`src/rtl/nib_link_pkg.sv`:
```
// Shared widths, wire polarity and receiver state type for the inverted-nibble link.
package nib_link_pkg;

   localparam int unsigned NIB_W  = 4;
   localparam int unsigned BYTE_W = 8;

   localparam logic [NIB_W-1:0] WIRE_INV_MASK = 4'hF;

   typedef enum logic {
      IDLE,
      HAVE_HI
   } rx_state_t;

endpackage

```
`src/rtl/nib_link_rx_if.sv`:
```
// Byte stream leaving the link receiver: valid/ready with registered data.
interface nib_link_rx_if;
   import nib_link_pkg::*;

   logic [BYTE_W-1:0] out_data;
   logic              out_valid;
   logic              out_ready;

   modport master (output out_data, output out_valid, input out_ready);
   modport slave  (input out_data, input out_valid, output out_ready);

endinterface

```
`src/rtl/nib_link_fifo.sv`:
```
// Synchronous byte FIFO; head and valid are registered from next-state pointers.
module nib_link_fifo
   import nib_link_pkg::*;
#(
   parameter int unsigned FIFO_DEPTH = 4
) (
   input  logic              clk,
   input  logic              rst,
   input  logic              push,
   input  logic [BYTE_W-1:0] push_data,
   input  logic              pop,
   output logic              full_c,
   output logic [BYTE_W-1:0] head,
   output logic              valid
);

   localparam int unsigned AW = $clog2(FIFO_DEPTH);
   localparam int unsigned PW = AW + 1;

   logic [BYTE_W-1:0] mem [FIFO_DEPTH];
   logic [PW-1:0]     wptr;
   logic [PW-1:0]     rptr;
   logic [PW-1:0]     wptr_n;
   logic [PW-1:0]     rptr_n;
   logic              do_push;

   assign full_c  = (wptr[AW] != rptr[AW]) && (wptr[AW-1:0] == rptr[AW-1:0]);
   assign do_push = push && (!full_c || pop);
   assign wptr_n  = wptr + PW'(do_push);
   assign rptr_n  = rptr + PW'(pop);

   always_ff @(posedge clk) begin
      if (do_push) mem[wptr[AW-1:0]] <= push_data;
   end

   // New head is the slot being written this cycle when it lands on an empty queue.
   always_ff @(posedge clk) begin
      if (rst) begin
         wptr  <= '0;
         rptr  <= '0;
         valid <= 1'b0;
         head  <= '0;
      end else begin
         wptr  <= wptr_n;
         rptr  <= rptr_n;
         valid <= (wptr_n != rptr_n);
         if (wptr_n != rptr_n) head <= (rptr_n == wptr) ? push_data : mem[rptr_n[AW-1:0]];
      end
   end

endmodule

```
`src/rtl/nib_link_rx.sv`:
```
// Inverted-nibble link receiver: sync, un-invert, pair nibbles into bytes, buffer.
// Optional hi-nibble timeout enabled by defining NIB_LINK_RX_TIMEOUT_EN.
module nib_link_rx
   import nib_link_pkg::*;
#(
   parameter int unsigned FIFO_DEPTH  = 4,
   parameter int unsigned SYNC_STAGES = 2
`ifdef NIB_LINK_RX_TIMEOUT_EN
   ,
   parameter int unsigned TIMEOUT_CYCLES = 255
`endif
) (
   input  logic             clk,
   input  logic             rst,
   input  logic [NIB_W-1:0] nib_in,
   input  logic             nib_stb,
   input  logic             nib_first,
   nib_link_rx_if.master    rx_out,
   output logic             sync_err,
   output logic             overflow,
   input  logic             ovf_clr
);

   logic [NIB_W-1:0]       nib_sync [SYNC_STAGES];
   logic [SYNC_STAGES-1:0] stb_sync;
   logic [SYNC_STAGES-1:0] first_sync;
   logic [SYNC_STAGES-1:0] settle;
   logic                   stb_s;
   logic                   armed;
   logic                   stb_prev;
   logic                   edge_q;
   logic                   first_q;
   logic [NIB_W-1:0]       nib_q;

   rx_state_t         state;
   logic [NIB_W-1:0]  hi;
   logic              push_q;
   logic [BYTE_W-1:0] push_data;
   logic              pop;
   logic              full_c;

   assign stb_s = stb_sync[SYNC_STAGES-1];
   assign pop   = rx_out.out_valid && rx_out.out_ready;

   // Edges are only armed once the chain has filled and shown a low strobe,
   // so a strobe held high across reset is never taken as a nibble.
   always_ff @(posedge clk) begin
      if (rst) begin
         for (int i = 0; i < int'(SYNC_STAGES); i++) nib_sync[i] <= '0;
         stb_sync   <= '0;
         first_sync <= '0;
         settle     <= '0;
         armed      <= 1'b0;
         stb_prev   <= 1'b0;
         edge_q     <= 1'b0;
         first_q    <= 1'b0;
         nib_q      <= '0;
      end else begin
         nib_sync[0] <= nib_in;
         for (int i = 1; i < int'(SYNC_STAGES); i++) nib_sync[i] <= nib_sync[i-1];
         stb_sync   <= {stb_sync[SYNC_STAGES-2:0], nib_stb};
         first_sync <= {first_sync[SYNC_STAGES-2:0], nib_first};
         settle     <= {settle[SYNC_STAGES-2:0], 1'b1};
         if (settle[SYNC_STAGES-1] && !stb_s) armed <= 1'b1;
         stb_prev   <= stb_s;
         edge_q     <= armed && stb_s && !stb_prev;
         nib_q      <= nib_sync[SYNC_STAGES-1] ^ WIRE_INV_MASK;
         first_q    <= first_sync[SYNC_STAGES-1];
      end
   end

`ifdef NIB_LINK_RX_TIMEOUT_EN
   localparam int unsigned TMO_W = 16;
   logic [TMO_W-1:0] tmo_cnt;
`endif

   // Pairing FSM: a first-marked nibble always (re)loads hi; a plain nibble completes a byte.
   always_ff @(posedge clk) begin
      if (rst) begin
         state     <= IDLE;
         hi        <= '0;
         push_q    <= 1'b0;
         push_data <= '0;
         sync_err  <= 1'b0;
`ifdef NIB_LINK_RX_TIMEOUT_EN
         tmo_cnt   <= '0;
`endif
      end else begin
         push_q   <= 1'b0;
         sync_err <= 1'b0;
`ifdef NIB_LINK_RX_TIMEOUT_EN
         tmo_cnt  <= '0;
`endif
         case (state)
            IDLE: begin
               if (edge_q) begin
                  if (first_q) begin
                     hi    <= nib_q;
                     state <= HAVE_HI;
                  end else begin
                     sync_err <= 1'b1;
                  end
               end
            end
            HAVE_HI: begin
               if (edge_q) begin
                  if (first_q) begin
                     sync_err <= 1'b1;
                     hi       <= nib_q;
                  end else begin
                     push_q    <= 1'b1;
                     push_data <= {hi, nib_q};
                     state     <= IDLE;
                  end
               end
`ifdef NIB_LINK_RX_TIMEOUT_EN
               else if (tmo_cnt == TMO_W'(TIMEOUT_CYCLES)) begin
                  sync_err <= 1'b1;
                  state    <= IDLE;
               end else begin
                  tmo_cnt <= tmo_cnt + TMO_W'(1);
               end
`endif
            end
            default: state <= IDLE;
         endcase
      end
   end

   nib_link_fifo #(
      .FIFO_DEPTH (FIFO_DEPTH)
   ) u_fifo (
      .clk       (clk),
      .rst       (rst),
      .push      (push_q),
      .push_data (push_data),
      .pop       (pop),
      .full_c    (full_c),
      .head      (rx_out.out_data),
      .valid     (rx_out.out_valid)
   );

   // A dropped byte sets the flag even when a clear arrives in the same cycle.
   always_ff @(posedge clk) begin
      if (rst) begin
         overflow <= 1'b0;
      end else if (push_q && full_c && !pop) begin
         overflow <= 1'b1;
      end else if (ovf_clr) begin
         overflow <= 1'b0;
      end
   end

endmodule

```
`src/flat_wrapper.sv`:
```
// flat-port wrapper written by rule: the top's interface ports become plain ports
module nib_link_rx_flat import nib_link_pkg::*;
#(
   parameter int unsigned FIFO_DEPTH  = 4,
   parameter int unsigned SYNC_STAGES = 2

)
  (clk, rst, nib_in, nib_stb, nib_first, sync_err, overflow, ovf_clr, rx_out_out_data, rx_out_out_valid, rx_out_out_ready);
  nib_link_rx_if rx_out_i ();
  input  logic clk;
  input  logic rst;
  input  logic [NIB_W-1:0] nib_in;
  input  logic nib_stb;
  input  logic nib_first;
  output logic sync_err;
  output logic overflow;
  input  logic ovf_clr;
  output wire logic [$bits(rx_out_i.out_data)-1:0] rx_out_out_data;
  output wire logic [$bits(rx_out_i.out_valid)-1:0] rx_out_out_valid;
  input wire logic [$bits(rx_out_i.out_ready)-1:0] rx_out_out_ready;
  assign rx_out_out_data = rx_out_i.out_data;
  assign rx_out_out_valid = rx_out_i.out_valid;
  assign rx_out_i.out_ready = rx_out_out_ready;
  nib_link_rx #(.FIFO_DEPTH(FIFO_DEPTH), .SYNC_STAGES(SYNC_STAGES)) u_core (.clk(clk), .rst(rst), .nib_in(nib_in), .nib_stb(nib_stb), .nib_first(nib_first), .rx_out(rx_out_i), .sync_err(sync_err), .overflow(overflow), .ovf_clr(ovf_clr));
endmodule
```
`config.mk`:
```
export PLATFORM = sky130hd
export DESIGN_NAME = nib_link_rx_flat
export DESIGN_NICKNAME = d
export VERILOG_FILES = /design/src/rtl/nib_link_pkg.sv /design/src/rtl/nib_link_rx_if.sv /design/src/rtl/nib_link_fifo.sv /design/src/rtl/nib_link_rx.sv /design/src/flat_wrapper.sv
export SDC_FILE = /design/constraint.sdc
export NUM_CORES = 1
export LEC_CHECK = 0
export BUFFER_PORTS_ARGS = -buffer_cell sky130_fd_sc_hd__buf_2
export CAP_MARGIN = 5
export CORE_ASPECT_RATIO = 0.9
export CORE_UTILIZATION = 23
export DETAILED_ROUTE_END_ITERATION = 10
export GPL_TIMING_DRIVEN = 0
export SLEW_MARGIN = 0
export SYNTH_ARGS = -nofsm -noshare
export SYNTH_HDL_FRONTEND = slang
export SYNTH_HIERARCHICAL = 1
export SYNTH_SLANG_ARGS = --single-unit
```
`constraint.sdc`:
```
create_clock -name clk -period 2.3 [get_ports clk]
set_input_delay 0.115 -clock clk [delete_from_list [all_inputs] [get_ports clk]]
set_output_delay 0.115 -clock clk [all_outputs]
set_load 0.005 [all_outputs]
```
[After elaboration in Yosys (flattened, before gate mapping)]
Memories as Yosys holds them, arrays and structs flattened.
Index checks and enable logic that the tools add are counted.
Storage, ports and cells
  flip-flop bits (word level): 45
  RAM bits: 40
  input bits: 10
  output and inout port bits: 11
  logic and storage cells: 69
  memories: 2
Memory list
  u_core.u_fifo.mem: words 4, bits a word 8, read ports 1, clocked after Yosys merged registers in 0, wr ports 1, RTL line nib_link_fifo.sv:20  | logic [BYTE_W-1:0] mem [FIFO_DEPTH];
  u_core.nib_sync: words 2, bits a word 4, read ports 2, clocked after Yosys merged registers in 0, wr ports 2, RTL line nib_link_rx.sv:24  | logic [NIB_W-1:0] nib_sync [SYNC_STAGES];
Cells by class
  add/subtract/negate cells: 2
  equal/unequal tests: 4
  multiplexer cells: 20
  bitwise gates (word level): 5
  reductions and logical operators: 17
Operators by type and width (number)
  2-to-1 mux 4 bit: 4
  2-to-1 mux 1 bit: 13
  logical AND 1 bit: 8
  2-to-1 mux 8 bit: 1
  adder 3 x 1 -> 3 bit: 2
  zero test 1 bit: 4
  inverter 4 bit: 1
  one-hot mux 1 bit (2 select lines): 2
  == test 3 bit: 1
  != test 3 bit: 1
  AND reduction 3 bit: 1
  == test 2 bit: 1
  inverter 1 bit: 2
  OR 1 bit: 2
  AND reduction 2 bit: 1
  nonzero test 2 bit: 1
  OR reduction 2 bit: 1
  logical OR 1 bit: 1
  != test 1 bit: 1

[Depth between registers and ports, before layout]
  word-level depth: 7
  gate-level depth with buffers: 9

[Modules after synthesis]
The synthesis kept the hierarchy.
By module, submodules not included
  nib_link_fifo: instances 1, cells an instance 109, area an instance 1881.8 um2, seq. area each 1261.2 um2
  nib_link_rx: instances 1, cells an instance 118, area an instance 1177.4 um2, seq. area each 760.7 um2

[Worst setup path before layout]
Ideal clock, no wire load.
  kind: register -> register
  start point: register u_core.u_fifo.wptr[0]
  end point: register u_core.u_fifo.head[0]
  data arrival time: 2.156 ns
  required time: 2.229 ns
  path slack: 0.073 ns
  cell stages (with the launch flop): 9
  buffers on the path: 0
  clock period less this slack: 2.227 ns
  path through: dfxtp_1 -> xnor2_1 -> a41oi_1 -> ha_1 -> ha_1 -> xnor2_1 -> xor2_1 -> nor3_1 -> o2bb2ai_1
Between the ends
  word-level cells in the longest chain between the ends: 7
  elaborated cells between the ends (all ways): 9
Ends and longest elaborated chain
  start, declared: RTL line nib_link_fifo.sv:21  | logic [PW-1:0] wptr;
  start signal, assigned: RTL line nib_link_fifo.sv:44  | wptr <= wptr_n;
  == test 2 bit: RTL line nib_link_fifo.sv:27  | assign full_c = (wptr[AW] != rptr[AW]) && (wptr[AW-1:0] == rptr[AW-1:0]);
  logical AND 1 bit: RTL line nib_link_fifo.sv:27
  zero test 1 bit: RTL line nib_link_fifo.sv:28  | assign do_push = push && (!full_c || pop);
  logical OR 1 bit: RTL line nib_link_fifo.sv:28
  logical AND 1 bit: RTL line nib_link_fifo.sv:28
  adder 3 x 1 -> 3 bit: RTL line nib_link_fifo.sv:29  | assign wptr_n = wptr + PW'(do_push);
  != test 3 bit: RTL line nib_link_fifo.sv:47  | if (wptr_n != rptr_n) head <= (rptr_n == wptr) ? push_data : mem[rptr_n[AW-1:0]];
  end signal, assigned: RTL line nib_link_fifo.sv:47
  end, declared: RTL line nib_link_fifo.sv:13  | output logic [BYTE_W-1:0] head,
Parallel ways exist; a longest one is shown, timed or not.
A chain may end at the register's enable or synchronous reset.

[Final worst setup path]
  start point: register u_core.u_fifo.wptr[2]
  end point: register u_core.u_fifo.head[5]
Between the ends
  word-level cells in the longest chain between the ends: 7
  elaborated cells between the ends (all ways): 9
Ends and longest elaborated chain
  != test 1 bit: RTL line nib_link_fifo.sv:27
  logical AND 1 bit: RTL line nib_link_fifo.sv:27
  zero test 1 bit: RTL line nib_link_fifo.sv:28
  logical OR 1 bit: RTL line nib_link_fifo.sv:28
  logical AND 1 bit: RTL line nib_link_fifo.sv:28
  adder 3 x 1 -> 3 bit: RTL line nib_link_fifo.sv:29
  named net u_core.u_fifo.wptr_n[1]: RTL line nib_link_fifo.sv:23  | logic [PW-1:0] wptr_n;
  != test 3 bit: RTL line nib_link_fifo.sv:47
The timed path passes the listed nets, and every way through them passes these cells.

==> impl_metrics.yaml <==
place:
  dp_slack_ps: -668
  hpwl_mm: 3.49
  globalplace.congestion: 0.762
  numPortBuffers: 20
  dpl_cell_area_um2: 3370
critical_path:
  slowest_delay_ps: 390
  crit_path_end_kind: "flop"
  crit_buf_inv: 1
  critPathSlowestCell: "dfxtp_2"
  crit_family: "adder cells"
  cp-start-kind: "flop"
  cp.required_ps: 2560
  crit_type: "reg2reg"
  critPathArrivalTime_ps: 2460
  worstPathCellList: "xor2_2 -> a41oi_2 -> ha_1 -> ha_1 -> xnor2_1 -> nand2_1 -> nor3_4 -> buf_4 -> o2bb2ai_1"
  critPathMaxFanout: 5
  crit_top_cell: "ha_1"
timing:
  worst_slack_ps: 98.8
  finalClockSkew_ps: 4.29
  final-setup-viol-count: 0
  hold_viol: 0
  worst_pin_slew_ps: 788
  min_period_ps: 2200
  max_freq_ghz: 0.454
  slew_headroom_pct: 47.2
  finalCritPeriodShare_pct: 95.7
  timing.final.max_slew_violations: 0
power_and_ir_drop:
  p_leak_nw: 1.45
  ir_drop_mv: 0.321
  power.density_nw_per_um2: 763
  power_mw: 2.92
detailed_routing:
  wire_per_inst_um: 12.0
  ant_nets: 0
  drt-vias-per-instance: 3.98
  dr.pass1.iters: 4
  wl_mm: 5.27
  drcViolationCount: 0
  vias: 1747
  drt_iter0_drc: 62
cells_and_area:
  layout.cells.most_common_list: "dfxtp_1 (49), edfxtp_1 (32), buf_2 (26)"
  syn_to_final_growth_pct: 24.9
  utilization_pct: 29.8
  n_antenna_cell: 0
  final_nets: 284
  design_area_um2: 3820
  layout_commonest_cell: "dfxtp_1"
  layout-drive-gt1-share_pct: 25.1
cts:
  path_clk_slew_ps: 60
  insertion_delay_ps: 330
  clk_path_buf_depth: 2
  cts_buffers: 9
  cts_root_buffer: "clkbuf_16"
  cts_sinks: 85
  cts_tree: "done"
  htreeDepth: 3
global_routing:
  gr-total-overflow: 0
  first_global_vias: 1770
  grt_max_degree: 14
  antenna_found_initial: 0
  grt_use_total_pct: 8.60
  grt_pass1_wl_mm: 8.60
floorplan:
  start_util_pct: 23.8
  num_rows: 39
  fp.dieW_um: 124
  dieArea_um2: 13800
  core_area_um2: 12800
  io_pins: 21
  fp.dieH_um: 111
yosys:
  ys_warn_count: 6
  yosysTopAreaCell: "dfxtp_1"
  syn_avg_cell_area_um2: 13.5
  netlist_instances: 227
  synthesis.nets: 241
  synth_area_leaders: "dfxtp_1 (35%), edfxtp_1 (31%), mux4_2 (5.9%)"
  synth_top_area_share_pct: 34.7
  seq_area_frac_synth_pct: 66.1
  ys_ff_latch: 85
  yosysUniqueCellTypes: 30
  syn_area_um2: 3060
status:
  status: "complete, no violations"
flow_run:
  cap_violations: 0
worst_hold_path:
  worstHoldPathType: "in2reg"
cell usage after synthesis:
| master | number |
|---|---|
| and2_1 | 1 |
| o2bb2ai_1 | 8 |
| and3_1 | 3 |
| nand3b_1 | 1 |
| nor2b_1 | 18 |
| xor3_1 | 1 |
| nor3b_1 | 1 |
| nand2_1 | 25 |
| ha_1 | 4 |
| clkbuf_1 | 1 |
| dfxtp_1 | 53 |
| and3b_1 | 1 |
| nor2_1 | 12 |
| buf_6 | 2 |
| mux2i_1 | 8 |
| nor4b_2 | 1 |
| a41oi_1 | 1 |
| buf_2 | 6 |
| nor3_1 | 1 |
| nand3_1 | 4 |
| a2bb2oi_1 | 1 |
| nand2b_1 | 1 |
| mux4_2 | 8 |
| inv_1 | 6 |
| xor2_1 | 4 |
| o21bai_1 | 1 |
| edfxtp_1 | 32 |
| a21oi_1 | 14 |
| xnor2_1 | 7 |
| nor3_4 | 1 |
cell type report:
cell class                 count  area [um2]
buffer                         9        60.1
timing repair buffer          32         218
clock buffer                  12         246
multi-input combinational    127        1020
fill                        1302        9010
inverter                       6        22.5
clock inverter                 4        23.8
tap                          164         205
sequential                    85        2030
registers in the layout, summed over array words and instances, names as in the netlist, named ones only:
signal,count
u_core/overflow,1
u_core/u_fifo/valid,1
u_core/u_fifo/head,8
u_core/push_data,8
u_core/push_q,1
u_core/first_sync,2
u_core/edge_q,1
u_core/settle,2
u_core/armed,1
u_core/stb_sync,2
u_core/u_fifo/wptr,3
u_core/u_fifo/rptr,3
u_core/sync_err,1
u_core/hi,4
u_core/u_fifo/mem,32
u_core/nib_sync,8
u_core/first_q,1
u_core/stb_prev,1
u_core/nib_q,4
path summary, 6_finish.rpt:
path | from | to | slack, ps | depth (start not counted)
setup / recovery | u_core/u_fifo/wptr[2] | u_core/u_fifo/head[5] | 100 | 9
hold / removal | rst | u_core/u_fifo/wptr[0] | 90 | 2
setup reg to reg | u_core/u_fifo/wptr[2] | u_core/u_fifo/head[5] | 100 | 9
hold reg to reg | u_core/nib_sync[0][5] | u_core/nib_q[1] | 370 | 1
per-layer routing:
metal	GRT usage, %	wire length (um)
met5	0	0
met4	3.61	87
met3	3.69	237
met2	13.7	2570
met1	9.99	2380
what timing repair did:
| action | 4_1_cts | 5_1_grt |
|---|---|---|
| endpoints found under the setup margin | 9 | 9 |
| hold endpoints to repair | 6 | 0 |
| gates resized for setup | 8 | 8 |
| pin swaps | 3 | 0 |
| buffers inserted | 5 | 0 |
| hold buffers | 6 | 0 |
cell families (layout without fill, tap and decap cells):
| group | after synthesis | count (layout) | share of synthesized area, % |
|---|---|---|---|
| simple gates | 70 | 70 | 11.9 |
| xor+xnor | 12 | 12 | 3.93 |
| compound gates | 25 | 25 | 5.40 |
| fa+ha+maj | 4 | 4 | 1.64 |
| mux | 16 | 16 | 8.51 |
| flops | 85 | 85 | 66.1 |
| buf+inv | 15 | 63 | 2.58 |
through the flow:
| step | hold WS [ps] | TNS, ps | std cells |
|---|---|---|---|
| after floorplan | 187 | 0 | 227 |
| after global placement | 327 | -6710 | 411 |
| after detailed placement | 328 | -5650 | 412 |
| after CTS | 82.8 | 0 | 439 |
| after global routing | 114 | -20.9 | 439 |
| final | 93.5 | 0 | 439 |
where the power goes:
part	internal [mW]	switching, mW
sequential	1.57	0.00558
clock	0.755	0.533
combinational	0.0290	0.0250
(Power assumes the default switching activity.)
